`src/rtl/mux_arbiter_pkg.sv`:
```
// Shared encodings and helpers for the two-requester round-robin mux arbiter.
package mux_arbiter_pkg;

    localparam int DEFAULT_WIDTH = 32;

    typedef enum logic [1:0] {
        ST_IDLE  = 2'd0,
        ST_OWN_A = 2'd1,
        ST_OWN_B = 2'd2
    } state_e;

    localparam logic SRC_A = 1'b0;
    localparam logic SRC_B = 1'b1;

    // Burst length of the new owner: extend and saturate on a repeat grant, restart at 1 otherwise.
    function automatic logic [3:0] next_burst(input logic same_owner,
                                              input logic [3:0] cnt,
                                              input logic [3:0] max_cnt);
        logic [3:0] result;
        if (same_owner) begin
            if (cnt < max_cnt) begin
                result = cnt + 4'd1;
            end else begin
                result = max_cnt;
            end
        end else begin
            result = 4'd1;
        end
        return result;
    endfunction

endpackage

```
`src/rtl/mux.sv`:
```
// Plain 2:1 datapath mux: X follows A when S=0, B when S=1.
module mux #(
    parameter int WIDTH = 32
) (
    input  logic [WIDTH-1:0] A,
    input  logic [WIDTH-1:0] B,
    input  logic             S,
    output logic [WIDTH-1:0] X
);

    assign X = S ? B : A;

endmodule

```
`src/rtl/mux_arbiter_rr_pick.sv`:
```
// Combinational round-robin pick for the mux arbiter; a pick is only made when the output slot is free.
module rr_pick
    import mux_arbiter_pkg::*;
#(
    parameter int BURST_LEN = 4
) (
    input  state_e     i_state,
    input  logic       i_last,
    input  logic [3:0] i_burst_cnt,
    input  logic       i_a_valid,
    input  logic       i_b_valid,
    input  logic       i_slot,
    output logic       o_pick_valid,
    output logic       o_pick_src
);

    localparam logic [3:0] BURST_MAX = 4'(BURST_LEN);

    logic w_under_limit;
    assign w_under_limit = (i_burst_cnt < BURST_MAX);

    // Owner keeps the grant until its burst is spent and the other side is waiting.
    always_comb begin
        o_pick_valid = 1'b0;
        o_pick_src   = SRC_A;
        if (i_slot) begin
            case (i_state)
                ST_IDLE: begin
                    if (i_a_valid && i_b_valid) begin
                        o_pick_valid = 1'b1;
                        o_pick_src   = ~i_last;
                    end else if (i_a_valid) begin
                        o_pick_valid = 1'b1;
                        o_pick_src   = SRC_A;
                    end else if (i_b_valid) begin
                        o_pick_valid = 1'b1;
                        o_pick_src   = SRC_B;
                    end else begin
                        o_pick_valid = 1'b0;
                    end
                end
                ST_OWN_A: begin
                    if (i_a_valid && (!i_b_valid || w_under_limit)) begin
                        o_pick_valid = 1'b1;
                        o_pick_src   = SRC_A;
                    end else if (i_b_valid) begin
                        o_pick_valid = 1'b1;
                        o_pick_src   = SRC_B;
                    end else begin
                        o_pick_valid = 1'b0;
                    end
                end
                ST_OWN_B: begin
                    if (i_b_valid && (!i_a_valid || w_under_limit)) begin
                        o_pick_valid = 1'b1;
                        o_pick_src   = SRC_B;
                    end else if (i_a_valid) begin
                        o_pick_valid = 1'b1;
                        o_pick_src   = SRC_A;
                    end else begin
                        o_pick_valid = 1'b0;
                    end
                end
                default: begin
                    o_pick_valid = 1'b0;
                    o_pick_src   = SRC_A;
                end
            endcase
        end else begin
            o_pick_valid = 1'b0;
        end
    end

endmodule

```
`src/rtl/mux_arbiter.sv`:
```
// Round-robin arbiter sharing a 2:1 mux between two valid/ready producers into a one-entry output register.
// Optional transfer/stall counters are enabled with MUX_ARBITER_STATS_EN.
module mux_arbiter
    import mux_arbiter_pkg::*;
#(
    parameter int WIDTH     = DEFAULT_WIDTH,
    parameter int BURST_LEN = 4
) (
    input  logic             CLK,
    input  logic             RST,
    input  logic [WIDTH-1:0] A,
    input  logic             A_VALID,
    output logic             A_READY,
    input  logic [WIDTH-1:0] B,
    input  logic             B_VALID,
    output logic             B_READY,
    output logic [WIDTH-1:0] X,
    output logic             X_VALID,
    input  logic             X_READY,
    output logic             S
`ifdef MUX_ARBITER_STATS_EN
    ,
    output logic [15:0]      CNT_A,
    output logic [15:0]      CNT_B,
    output logic [15:0]      STALL
`endif
);

    localparam logic [3:0] BURST_MAX = 4'(BURST_LEN);

    logic [WIDTH-1:0] r_x;
    logic             r_x_valid;
    logic             r_s;
    state_e           r_state;
    logic             r_last;
    logic [3:0]       r_burst_cnt;

    logic             w_slot;
    logic             w_pick_valid;
    logic             w_pick_src;
    logic             w_same_owner;
    logic [WIDTH-1:0] w_mux_x;

    // Reset gates the slot so no handshake is offered while RST is asserted.
    assign w_slot = !RST && (!r_x_valid || X_READY);

    rr_pick #(
        .BURST_LEN (BURST_LEN)
    ) u_rr_pick (
        .i_state      (r_state),
        .i_last       (r_last),
        .i_burst_cnt  (r_burst_cnt),
        .i_a_valid    (A_VALID),
        .i_b_valid    (B_VALID),
        .i_slot       (w_slot),
        .o_pick_valid (w_pick_valid),
        .o_pick_src   (w_pick_src)
    );

    mux #(
        .WIDTH (WIDTH)
    ) u_mux (
        .A (A),
        .B (B),
        .S (w_pick_src),
        .X (w_mux_x)
    );

    assign w_same_owner = ((r_state == ST_OWN_A) && (w_pick_src == SRC_A)) ||
                          ((r_state == ST_OWN_B) && (w_pick_src == SRC_B));

    assign A_READY = w_pick_valid && (w_pick_src == SRC_A);
    assign B_READY = w_pick_valid && (w_pick_src == SRC_B);
    assign X       = r_x;
    assign X_VALID = r_x_valid;
    assign S       = r_s;

    // Output register, ownership state and burst counter advance only when the slot is free.
    always_ff @(posedge CLK or posedge RST) begin
        if (RST) begin
            r_x         <= '0;
            r_x_valid   <= 1'b0;
            r_s         <= SRC_A;
            r_state     <= ST_IDLE;
            r_last      <= SRC_B;
            r_burst_cnt <= 4'd0;
        end else if (w_slot) begin
            if (w_pick_valid) begin
                r_x         <= w_mux_x;
                r_s         <= w_pick_src;
                r_x_valid   <= 1'b1;
                r_last      <= w_pick_src;
                r_state     <= (w_pick_src == SRC_B) ? ST_OWN_B : ST_OWN_A;
                r_burst_cnt <= next_burst(w_same_owner, r_burst_cnt, BURST_MAX);
            end else begin
                r_x_valid   <= 1'b0;
                r_state     <= ST_IDLE;
                r_burst_cnt <= 4'd0;
            end
        end
    end

`ifdef MUX_ARBITER_STATS_EN
    logic [15:0] r_cnt_a;
    logic [15:0] r_cnt_b;
    logic [15:0] r_stall;

    // Transfer counters wrap; the stall counter sticks at its maximum.
    always_ff @(posedge CLK or posedge RST) begin
        if (RST) begin
            r_cnt_a <= 16'd0;
            r_cnt_b <= 16'd0;
            r_stall <= 16'd0;
        end else begin
            if (A_VALID && A_READY) begin
                r_cnt_a <= r_cnt_a + 16'd1;
            end
            if (B_VALID && B_READY) begin
                r_cnt_b <= r_cnt_b + 16'd1;
            end
            if (r_x_valid && !X_READY && (r_stall != 16'hFFFF)) begin
                r_stall <= r_stall + 16'd1;
            end
        end
    end

    assign CNT_A = r_cnt_a;
    assign CNT_B = r_cnt_b;
    assign STALL = r_stall;
`endif

endmodule
```
`config.mk`:
```
export PLATFORM = sky130hd
export DESIGN_NAME = mux_arbiter
export DESIGN_NICKNAME = d
export VERILOG_FILES = /design/src/rtl/mux_arbiter_pkg.sv /design/src/rtl/mux.sv /design/src/rtl/mux_arbiter_rr_pick.sv /design/src/rtl/mux_arbiter.sv
export SDC_FILE = /design/constraint.sdc
export NUM_CORES = 1
export LEC_CHECK = 0
export BUFFER_PORTS_ARGS = -buffer_cell sky130_fd_sc_hd__buf_4
export CAP_MARGIN = 20
export CORE_AREA = 2 2 71 66
export CTS_CLUSTER_DIAMETER = 80
export CTS_CLUSTER_SIZE = 30
export DETAILED_ROUTE_END_ITERATION = 12
export DIE_AREA = 0 0 73 68
export HOLD_SLACK_MARGIN = 0.15
export PLACE_DENSITY = 0.9
export SLEW_MARGIN = 20
export SYNTH_ARGS = -nofsm -noshare
export SYNTH_HDL_FRONTEND = slang
export SYNTH_SLANG_ARGS = --single-unit
```
`constraint.sdc`:
```
create_clock -name CLK -period 2.98 [get_ports CLK]
set_clock_uncertainty 0.05 [all_clocks]
set_input_delay 0.149 -clock CLK [delete_from_list [all_inputs] [get_ports CLK]]
set_output_delay 0.149 -clock CLK [all_outputs]
set_load 0.05 [all_outputs]
```
# Yosys cells after proc, flatten, opt, wreduce, memory -nomap -nowiden

Index checks and enable logic that the tools add are counted.
Widths: inputs -> output; s select.

$add $sub $neg: 1
Order comparisons: 1
Eq/ne operators: 2
Multiplexer cells: 21
Bitwise logic cells: 2
Reductions and logical operators: 18

Operators with widths:

| cell                | count |
|---|---|
| $mux 32             | 1 |
| $mux 1              | 13 |
| $mux 4              | 3 |
| $logic_and 1x1->1   | 8 |
| $pmux 1 s3          | 2 |
| $add 4x1->4 const B | 1 |
| $logic_not 1->1     | 4 |
| $logic_or 1x1->1    | 4 |
| $lt 4x3->1 const B  | 1 |
| $mux 2              | 2 |
| $eq 2x1->1 const B  | 1 |
| $eq 2x2->1 const B  | 1 |
| $logic_not 2->1     | 1 |
| $not 1->1           | 2 |
| $reduce_and 2->1    | 1 |

Flip-flop bits (word level): 41
Word-level logic and storage cells: 51

# Depth between registers and ports, before layout

Depth after elaboration: 11
Mapped depth: 6

# Cells and area by module

A second synthesis with hierarchy kept.

Cells, all modules: 148
Area total of the unflattened synthesis: 2358.5 um2

By module, submodules not included:

| module      | times used | cells each | area each (um2) | seq. area each (um2) |
|---|---|---|---|---|
| mux_arbiter | 1          | 104        | 1764.2          | 1027.2 |
| mux         | 1          | 36         | 544.3           | 0.0 |
| rr_pick     | 1          | 8          | 50.0            | 0.0 |

# Worst setup path after synthesis

OpenSTA, ideal clock, no wires.

Path type: reg2reg
Start point: register r_x_valid, in the netlist X_VALID
End point: register r_x[0], in the netlist X[0]
Arrival time: 1968 ps
Data required time: 2863 ps
Path slack: 896 ps
Stages on the path, launching flop included: 7
Clock period less this slack: 2084 ps
Cells stage by stage: dfrtp_1 -> nor2b_1 -> or2_0 -> buf_2 -> nor3_4 -> buf_2 -> a221o_1

Word-level cells in the longest chain between the ends: 5
Elaborated cells between the ends (all ways): 7
Classes of those cells: mux (3); reduce/logical (4)

RTL lines:

| what                                        | line                      | text |
|---|---|---|
| start, declared                             | mux_arbiter.sv:32         | `logic r_x_valid;` |
| start signal, assigned                      | mux_arbiter.sv:82         | `r_x_valid <= 1'b0;` |
| start signal, assigned                      | mux_arbiter.sv:91         | `r_x_valid <= 1'b1;` |
| start signal, assigned                      | mux_arbiter.sv:96         | `r_x_valid <= 1'b0;` |
| $logic_not 1->1 (*)                         | mux_arbiter.sv:45         | `assign w_slot = !RST && (!r_x_valid \|\| X_READY);` |
| $logic_or 1x1->1 (*)                        | mux_arbiter.sv:45         |  |
| $logic_and 1x1->1 (*)                       | mux_arbiter.sv:45         |  |
| $mux 1                                      | mux_arbiter_rr_pick.sv:26 | `if (i_slot) begin` |
| $mux 32 or $reduce_and 2->1 (tied branches) | --                        |  |
| end signal, assigned                        | mux_arbiter.sv:89         | `r_x <= w_mux_x;` |
| end, declared                               | mux_arbiter.sv:31         | `logic [WIDTH-1:0] r_x;` |

Mark *: on every way between the ends. The rest lies on a longest branch, timed or not.
A chain may end at the register's enable or synchronous reset.

# Final worst setup path

Start point: register r_burst_cnt[2]
End point: register r_x[21], in the netlist X[21]

Word-level cells in the longest chain between the ends: 7
Elaborated cells between the ends (all ways): 15
Classes of those cells: order compare (1); mux (9); reduce/logical (5)

RTL lines:

| what                                        | line                                                 | text |
|---|---|---|
| start, declared                             | mux_arbiter.sv:36                                    | `logic [3:0] r_burst_cnt;` |
| start signal, assigned                      | mux_arbiter.sv:94                                    | `r_burst_cnt <= next_burst(w_same_owner, r_burst_cnt, BURST_MAX);` |
| $lt 4x3->1 (*)                              | mux_arbiter_rr_pick.sv:20                            | `assign w_under_limit = (i_burst_cnt < BURST_MAX);` |
| $logic_or 1x1->1 (on tied branches)         | mux_arbiter_rr_pick.sv:54, mux_arbiter_rr_pick.sv:43 |  |
| $logic_and 1x1->1 (on tied branches)        | mux_arbiter_rr_pick.sv:54, mux_arbiter_rr_pick.sv:43 |  |
| $mux 1 (on tied branches)                   | mux_arbiter_rr_pick.sv:54, mux_arbiter_rr_pick.sv:43 |  |
| $pmux 1 s3                                  | mux_arbiter_rr_pick.sv:27                            | `case (i_state)` |
| $mux 1                                      | mux_arbiter_rr_pick.sv:26                            |  |
| $mux 32 or $reduce_and 2->1 (tied branches) | --                                                   |  |

Marks and branches as above.

==> flow_summary_export.csv <==
group,metric,value,unit
outcome,status,"finished clean",
synth,syn_nets,229,
worst_setup_path,cp-endpoint,"X[21]",
worst_setup_path,rr_startpoint,"r_burst_cnt[2]",
power,clock_power_share,0.125,
cts,clkLatencyLatePin,0.29,ns
synth,synth_seq_cells,41,
worst_setup_path,worst_r2r_endpoint,"X[21]",
synth,syn_area_per_cell,12.30,um2
synth,top_cells_by_area_synth,"dfrtp_1 (51%), a221o_1 (16%), nor2b_1 (6.4%)",
cts,path_clk_slew,0.08,ns
synth,synth.yosys.seq_area_share,0.5253,
power,share_comb_of_total_power,0.604,
synth,post-synth-top-count-cell,"dfrtp_1",
power,p_total,3.678,mW
worst_setup_path,worst-path-max-fanout,14,
placement,gp_congestion,0.7730,
worst_setup_path,path_class,"flop to flop",
synth,ys_async_sr_fraction,1.000,
synth,synth.cell_area,0.001956,mm2
grt,grt_start_max_net_pins,38,
floorplan,ioPinCount,105,
detailed_routing,wl_per_cell,18.31,um
worst_setup_path,timing.critical_path.arrival,2.95,ns
floorplan,die_width,73,um
grt,grt_first_pass_wirelength,10250,um
detailed_routing,drt_drc_violations_left,0,
synth,post-synth-top-area-cell,"dfrtp_1",
min_path,timing.hold.worst.class,"primary input to flop",
synth,ys.flop_type,"dfrtp_1",
floorplan,floorplan.core_area,0.004288,mm2
cts,htree_levels,2,
grt,grt_overflow_total,0,
floorplan,start_util,0.4561,
cts,clockBufferDepth,2,
detailed_routing,drt_via_density,5.489,
power,p_int,2.033,mW
placement,placed_cell_areas,0.002761,mm2
sta,period_minus_slack,2.774,ns
worst_setup_path,cp-end-kind,"flop",
layout,nets,399,
detailed_routing,first_pass_iters,4,
cts,cts_made_buffers,5,
synth,netlist.area_leader.share,0.5118,
detailed_routing,route.antenna.remaining_nets,0,
power,pwr-share-seq,0.271,
sta,pin_slew_with_the_least_headroom_to_its_limit,0.6309,ns
layout,layout-drive-gt1-share,0.3788,
sta,finalSetupTns,0,ns
worst_setup_path,start_kind,"flop",
placement,port_buffers,104,
detailed_routing,detailedRoute.firstIterationViolations,128,
synth,netlist_top_cells_count,"dfrtp_1 (40), a221o_1 (32), nor2b_1 (20)",
power,power_leakage,1.728,nW
sta,count_of_endpoints_failing_setup_in_the_final_report,0,
synth,synthCells,159,
floorplan,dieHeight,68,um
cts,cts_tree,"done",
power,switchingPower,1.645,mW
worst_setup_path,worst_reg2reg_path_depth,6,
worst_setup_path,worst_ep_required_time,3.16,ns
power,ir_drop,0.0006680,V
power,power_switching_share,0.4471,
detailed_routing,vias,2086,
grt,first_global_vias,2022,
sta,maxClockFrequency,0.3605,GHz
cts,numClockSinks,41,
placement,dp.final_hpwl,3780,um
worst_setup_path,reg2reg_setup_slack,0.21,ns
detailed_routing,detail_route.wirelength,6958,um
sta,max_slew_violation_total_from_the_final_report,0,
grt,grt_util_all_layers,0.2790,
run,cap_viol_max_count,0,
sta,hold_viol,0,
grt,antenna_found_initial,0,
floorplan,floorplan_row_count,23,
power,powerDensity,1042,mW/mm2
sta,fin_crit_sh,0.9308,
sta,setup_repair_after_global_routing_missed_its_margin,"no",
sta,max-slew-margin-rel,0.5794,
synth,yosys_warnings,0,
synth,number_of_flops_mapped_to_enable_cells_by_yosys,0,
layout,postLayoutCellArea,0.003528,mm2
worst_setup_path,worst_setup_path_startpoint,"r_burst_cnt[2]",
synth,synth.lib_cells_used.distinct,33,
layout,syn_to_final_growth,80.42,%
floorplan,floorplan_die_area,0.004964,mm2
layout,antenna-diode-count,0,
cts,root_buffer,"clkbuf_8",
## state kept, by name, indices dropped and copies added (netlist names)
name	cells
S	1
X	32
X_VALID	1
r_burst_cnt	4
r_last	1
r_state	2
## per-stage QoR
stage                     std cells  worst slack [ns]  hold WS, ns    util
after CTS                       380            0.2787       0.2456  0.8229
after global placement          307            0.8709       0.1153  0.6440
final                           380            0.2062       0.2514  0.8229
after global routing            380           0.07116       0.2688  0.8229
after detailed placement        307            0.8388       0.1315  0.6440
after floorplan                 159            0.8957       0.2439       -
## logic make-up after synthesis
kind of cell	after synthesis	share of synthesized area
compound gates	45	0.2182
simple gates	57	0.1926
buf+inv	14	0.05246
fa+ha+maj	1	0.006397
mux	1	0.005119
flops	41	0.5253
## worst max-delay path, stage by stage, from the launching register on
cell and delay (ns):
dfrtp_1 0.40, nor2_1 0.22, mux2i_1 0.41, o21a_1 0.56, buf_4 0.31, a221o_1 0.18, dlygate4sd3_1 0.56
## layout make-up
cell class | instances | area (um2)
timing repair buffer | 175 | 1476
sequential | 41 | 1027
multi-input combinational | 104 | 838.3
fill | 228 | 759.5
clock buffer | 7 | 86.33
tap | 50 | 62.56
clock inverter | 1 | 30.03
inverter | 2 | 7.507
## how the worst min path moves through the flow
stage / from / end / slack, ns / depth (start not counted)
after floorplan: B[0] / X[0] / 0.24 / 1
after global placement: RST / X[23] / 0.12 / 2
after detailed placement: RST / X[23] / 0.13 / 2
after CTS: B_VALID / r_burst_cnt[2] / 0.25 / 4
after global routing: B_VALID / r_burst_cnt[2] / 0.27 / 4
final: B_VALID / r_burst_cnt[2] / 0.25 / 4
## power groups by stage
stage	registers (mW)	logic (mW)	clock network [mW]
2_1_floorplan	1.71	0.542	0
3_3_place_gp	0.971	1.80	0
3_5_place_dp	0.967	1.84	0
4_1_cts	0.970	2.16	0.466
5_1_grt	1.01	2.32	0.490
6_report	0.997	2.22	0.461
## layer usage
metal / global-route usage / vias up / part of all wire
met5: 0 / - / 0
met4: 0.09259 / 0 / 0.024
met3: 0.06775 / 18 / 0.082
met2: 0.4854 / 124 / 0.52
met1: 0.3409 / 1005 / 0.38
li1: - / 939 / -
## what timing repair did
action,in CTS,in global routing
resized for setup,0,0
hold endpoints to repair,45,0
setup buffers,0,0
hold buffers,65,0
## layout by cell type, fill, tap and decap left out, types with 6 or more instances in the layout
master	instances
buf_4	110
dlygate4sd3_1	65
dfrtp_1	40
a221o_1	32
nor2b_1	20
and2b_1	13
nor2_1	7
nand2_1	6
clkbuf_8	6
(Power assumes the default switching activity.)
